### src/rtl/store_buffer.sv
// Store buffer between the MEM stage and a single-port data memory: stores queue in a
// circular FIFO and drain on load-free cycles; loads forward from the youngest match.
module store_buffer #(
    parameter int DEPTH = 4,
    parameter int AW    = 32,
    parameter int DW    = 32
) (
    input  logic          clk,
    input  logic          rst_n,
    input  logic [AW-1:0] cpu_addr,
    input  logic [DW-1:0] cpu_wdata,
    input  logic          cpu_mem_write,
    input  logic          cpu_mem_read,
    output logic [DW-1:0] cpu_rdata,
    output logic          stall,
    output logic          empty,
    output logic [AW-1:0] mem_addr,
    output logic [DW-1:0] mem_wdata,
    output logic          mem_write,
    input  logic [DW-1:0] mem_rdata
);
    localparam int PW = $clog2(DEPTH);
    localparam int CW = $clog2(DEPTH + 1);

    typedef struct packed {
        logic [AW-3:0] word_addr;
        logic [DW-1:0] data;
    } entry_t;

    entry_t [DEPTH-1:0]        fifo;
    logic   [PW-1:0]           head, tail;
    logic   [CW-1:0]           count;
    logic                      full, push, pop;
    logic   [DEPTH-1:0]        hit;
    logic   [DEPTH-1:0][PW-1:0] age_idx;

    // Full is judged on the registered count only, so stall never sees the read port.
    assign full      = (count == CW'(DEPTH));
    assign push      = cpu_mem_write & ~full;
    assign pop       = ~cpu_mem_read & (count != '0);
    assign stall     = rst_n & cpu_mem_write & full;
    assign empty     = ~rst_n | (count == '0);
    assign mem_write = rst_n & pop;

    always_comb begin
        mem_addr  = cpu_addr;
        mem_wdata = cpu_wdata;
        if (pop) begin
            mem_addr  = {fifo[head].word_addr, 2'b00};
            mem_wdata = fifo[head].data;
        end
    end

    // Entries are examined by age: age 0 is the head (oldest), age count-1 the youngest.
    genvar g;
    for (g = 0; g < DEPTH; g++) begin : g_age
        assign age_idx[g] = head + PW'(g);
        assign hit[g]     = (CW'(g) < count) &&
                            (fifo[age_idx[g]].word_addr == cpu_addr[AW-1:2]);
    end

    always_comb begin
        cpu_rdata = mem_rdata;
        for (int i = 0; i < DEPTH; i++) begin
            if (hit[i]) cpu_rdata = fifo[age_idx[i]].data;
        end
    end

    always_ff @(posedge clk) begin
        if (!rst_n) begin
            head  <= '0;
            tail  <= '0;
            count <= '0;
        end else begin
            if (push) tail <= tail + PW'(1);
            if (pop)  head <= head + PW'(1);
            case ({push, pop})
                2'b10:   count <= count + CW'(1);
                2'b01:   count <= count - CW'(1);
                default: count <= count;
            endcase
        end
    end

    always_ff @(posedge clk) begin
        if (rst_n && push) fifo[tail] <= {cpu_addr[AW-1:2], cpu_wdata};
    end
endmodule

### config.mk
export PLATFORM = sky130hd
export DESIGN_NAME = store_buffer
export DESIGN_NICKNAME = d
export VERILOG_FILES = /design/src/rtl/store_buffer.sv
export SDC_FILE = /design/constraint.sdc
export NUM_CORES = 1
export LEC_CHECK = 0
export CAP_MARGIN = 20
export CORE_ASPECT_RATIO = 1.4
export CORE_UTILIZATION = 50
export CTS_BUF_LIST = sky130_fd_sc_hd__clkbuf_8
export DETAILED_ROUTE_END_ITERATION = 7
export GPL_TIMING_DRIVEN = 0
export MAX_ROUTING_LAYER = met4
export PLACE_DENSITY = 0.72
export SLEW_MARGIN = 20
export SYNTH_ARGS = -nofsm -noshare
export SYNTH_HDL_FRONTEND = slang
export SYNTH_SLANG_ARGS = --single-unit
export TNS_END_PERCENT = 1
### constraint.sdc
create_clock -name clk -period 5.1 [get_ports clk]
set_input_delay 1.02 -clock clk [delete_from_list [all_inputs] [get_ports clk]]
set_output_delay 1.02 -clock clk [all_outputs]
set_load 0.02 [all_outputs]
==> Word-level counts from Yosys, hierarchy flattened <==
Index checks and enable logic that the tools add are counted.
{ "totals": {"ff_bits": 255, "inputBits": 100, "output_inout_bits": 99, "word_cells": 70} }
{ "op_classes": {"n_addsub": 6, "magnitude_cmp": 10, "n_eq_ne": 7, "mux": 18, "bitwise_logic": 9, "n_reduce_logical": 9} }
{ "op_table": {"columns": ["operator", "count"], "rows": [
  ["binary-select mux 62 bit (select 2 bit)", 4],
  ["two-way mux 62 bit", 5],
  ["bitwise mux 248 bit", 1],
  ["two-way mux 32 bit", 6],
  ["demux 62 bit (select 2 bit)", 1],
  ["== test 30 bit", 4],
  ["< comparator 2 x 3 -> 1 bit (second input constant)", 5],
  ["logical AND 1 bit", 6],
  ["< comparator 1 x 3 -> 1 bit (first input constant)", 2],
  ["< comparator 2 x 3 -> 1 bit (first input constant)", 2],
  ["case mux 3 bit (2 select lines)", 1],
  ["bitwise AND 1 bit", 5],
  ["adder 2 x 1 -> 2 bit (second input constant)", 2],
  ["adder 2 bit (second input constant)", 2],
  ["adder 3 x 1 -> 3 bit (second input constant)", 1],
  ["== test 3 bit (second input constant)", 1],
  ["zero test 3 bit", 1],
  ["inverter 1 bit", 3],
  ["nonzero test 3 bit", 1],
  ["subtractor 3 x 1 -> 3 bit (second input constant)", 1],
  ["== test 2 x 1 -> 1 bit (second input constant)", 1],
  ["== test 2 bit (second input constant)", 1],
  [">= comparator 2 x 1 -> 1 bit (second input constant)", 1],
  ["nonzero test 2 bit", 1],
  ["bitwise OR 1 bit", 1]
]} }

==> Logic depth before layout (Yosys ltp) <==
{ "depth": {"word_depth": 8, "ltp_mapped": 18, "depth_no_buf": 11} }

==> Worst setup path after synthesis <==
OpenSTA, ideal clock, no wires.
{ "synth_timing": {"path_kind": "in2out", "start": "input cpu_addr[28]", "end": "output cpu_rdata[0]", "arrival_ns": 3.788, "setup_slack_ns": 0.292, "stages": 10, "path_cell_list": "clkbuf_1 o22ai_1 or4b_2 a21o_1 or4_1 clkbuf_1 nor2b_4 buf_2 and2_1 nor3_1"} }
{ "synth_between": {"elab_chain_cells": 6} }
{ "synth_lines": {"columns": ["element", "line_no", "source"], "rows": [
  ["start: declaration", "10", "input logic [AW-1:0] cpu_addr,"],
  ["== test 30 bit", "59", "(fifo[age_idx[g]].word_addr == cpu_addr[AW-1:2]);"],
  ["logical AND 1 bit", "58", "assign hit[g] = (CW'(g) < count) &&"],
  ["two-way mux 32 bit (3 in a row)", "65", "if (hit[i]) cpu_rdata = fifo[age_idx[i]].data;"],
  ["two-way mux 32 bit (*)", "65", null],
  ["end: declaration", "14", "output logic [DW-1:0] cpu_rdata,"]
]} }
Mark *: on every way between the ends. The rest lies on a longest branch, timed or not.

==> Final worst setup path <==
{ "layout_timing": {"start": "input cpu_addr[16]", "end": "output cpu_rdata[28]"} }
Same word-level chain as after synthesis.

==> metrics.txt <==
status complete, but fails checks; failing checks negative setup slack; Sw Ratio 38.85%; most common cell in the netlist edfxtp_1; post-layout util 64.34%; Hold Crit Start count[2]; DP Worst Slack -1.816 ns; Starting Density 51.15%; vias in the first global route 14920; Worst Tran Pin Value 1.042 ns; core region area 35170 µm²; synthesis-stage register bit count 255; Final Cell Area 22630 µm²; Final #Nets 1890; Synth Warn # 0; gr ovfl total 0; sequential power share 26.0%; CP Class input port to output port; synthesized instance count 1498; Req. time, crit path 4.08 ns; CTS Buf Count 41; Vias/cell 6.509; PortBufs 198; antenna violations before repair 0; R2R setup slack 1.72 ns; reg2reg start count[0]; io pins 199; # diodes 0; Synth cell types 76; global-route wire length before repair 94.07 mm; Rel. slew slack 30.52%; wire per inst 28.55 µm; CTS max path bufs 3; asr flop ratio synth 0%; DP Area 20670 µm²; layout cell share with drive strength beyond 1 27.42%; # rows 81; Skew-Pair Late Insertion Delay 0.57 ns; drt pass-1 iters 8; Comb pwr share 54.7%; HP Class register to register; die height 226.4 µm; setup slack after layout -0.4707 ns; Die Span X 162.3 µm; cts hold-fix bufs 0; syn avg cell area 12.01 µm²; gpl congestion 1.031; Final min period 5.571 ns; Final Cycle Share 109.2%; largest net degree at the start of global routing 43; final setup violation count 41; 1st-iter DRT viols 1714; CP Launch Type input port; Post-synth EDFFs 248; most frequent cells after synthesis edfxtp_1 (248), nand2_1 (236), mux2i_1 (177), mux4_2 (101), xnor2_1 (82); post-synth top area cell edfxtp_1; Setup TNS -12.74 ns; Max Freq 179.5 MHz; Synth area leaders edfxtp_1 (41%), mux4_2 (13%), mux2i_1 (9.8%); Synth Net Count 1607; crit path DAT 4.55 ns; pwr/cell area 423.9 nW/µm²; clock sinks 255; critical path endpoint category output port; worst setup path startpoint cpu_addr[16]; post-synth design cell area 17990 µm²; DP HPWL 46.50 mm; CTS clock-pin slew for the worst setup and hold paths 0.06 ns; Vias 14740; Layout area overhead 25.77%; post-synthesis sequential area ratio 42.18%; All-Layer GR Usage 36.61%; post-route ant nets 0; Psw 3.726 mW; RSZ-0062 raised after global routing true; number of remaining DRC errors 0; die area 36750 µm²; H-tree depth 2; Layout Skew 0.01993 ns; P_leak 7.974 nW; Power Total 9.591 mW; CTS tree done; Synth Flop Type edfxtp_1; root buf cell clkbuf_8; Hold Vio Cnt, Final 0; largest fanout on the critical path 10; Pins Over Slew Limit 0; Clock Power Share 19.3%; Int Pwr 5.865 mW; top-area cell type share of the netlist area 41.40%; routed wire length 64.66 mm; Max-Cap Viols 0; maximum vdd drop 0.0003920 V
[registers in the layout, summed over array words and instances (netlist names)]
signal  cells
count       3
head        2
fifo      248
tail        2
[layer usage]
| metal | vias to the layer above | share of wire, % | global-route usage (%) |
|---|---|---|---|
| li1 | 6335 | - | - |
| met1 | 7247 | 34 | 38.80 |
| met2 | 890 | 51 | 64.21 |
| met3 | 271 | 6.4 | 4.189 |
| met4 | 0 | 7.9 | 24.13 |
| met5 | - | 0 | - |
[layout make-up]
class,count,area [µm²]
plain buffers,133,1018
clock buffers,43,591.8
clock inverters,28,252.7
fillers,2667,12540
inverters,20,80.08
multi-input cells,1087,10040
flip-flops and latches,255,7589
well taps,456,570.5
repair buffers,243,2484
[worst max-delay path: stages]
cell and delay, ns:
clkdlybuf4s15_2 0.29, inv_1 0.14, a222oi_1 0.94, o2111ai_2 0.35, a2111oi_4 0.30, inv_1 0.08, or4_4 0.50, nor2b_4 0.18
buf_6 0.14, and2_1 0.16, nor3_2 0.26, buf_4 0.19
[stage by stage]
stage	hold slack, ns	std cells
6_report	0.5906	2265
3_5_place_dp	0.5778	2156
3_3_place_gp	0.5824	2152
2_1_floorplan	0.5105	1498
4_1_cts	0.5868	2263
5_1_grt	0.6407	2265
[timing repair]
action,in CTS,in global routing
setup endpoints to repair,83,50
endpoints found under the hold margin,0,0
gates cloned,4,0
pin swaps,45,30
buffers inserted,35,2
gates resized for setup,348,30
[worst paths after layout]
path,to,cells after the start
worst max-delay path,cpu_rdata[28],12
worst min-delay path,count[2],2
worst max register to register,count[2],11
worst min register to register,count[2],2
[power groups by stage]
stage,clock (mW),combinational [mW],sequential [mW]
2_1_floorplan,0,3.07,2.51
3_3_place_gp,0,4.59,2.53
3_5_place_dp,0,4.61,2.52
4_1_cts,1.87,5.13,2.49
5_1_grt,1.96,5.42,2.50
6_report,1.85,5.25,2.49
[logic make-up (layout without fill, tap and decap cells)]
kind of cell / count (synthesis) / count (layout) / synth area share (%)
DFF: 255 / 255 / 42.18
muxes: 354 / 354 / 28.68
AOI/OAI and AO/OA: 177 / 177 / 6.614
xor gates and xnor gates: 97 / 97 / 4.889
adders and majority gates: 9 / 9 / 0.6260
buffers and inverters: 156 / 467 / 4.715
and+or+nand+nor: 450 / 450 / 12.30
[placed cells by master, fill, tap and decap left out, types with 23 or more instances in the layout]
master and n:
mux2i_1 158, nor4_1 32, buf_4 75, mux2_2 58, nor3_2 30, clkbuf_8 45, o21ai_0 62, clkdlybuf4s50_1 161
clkbuf_1 29, nor3_1 34, mux4_2 102, nor2_1 29, o31ai_1 25, xnor2_1 69, clkbuf_2 23, nand2_1 236
edfxtp_1 248, inv_1 30, and2_1 38
(Power assumes the default switching activity.)
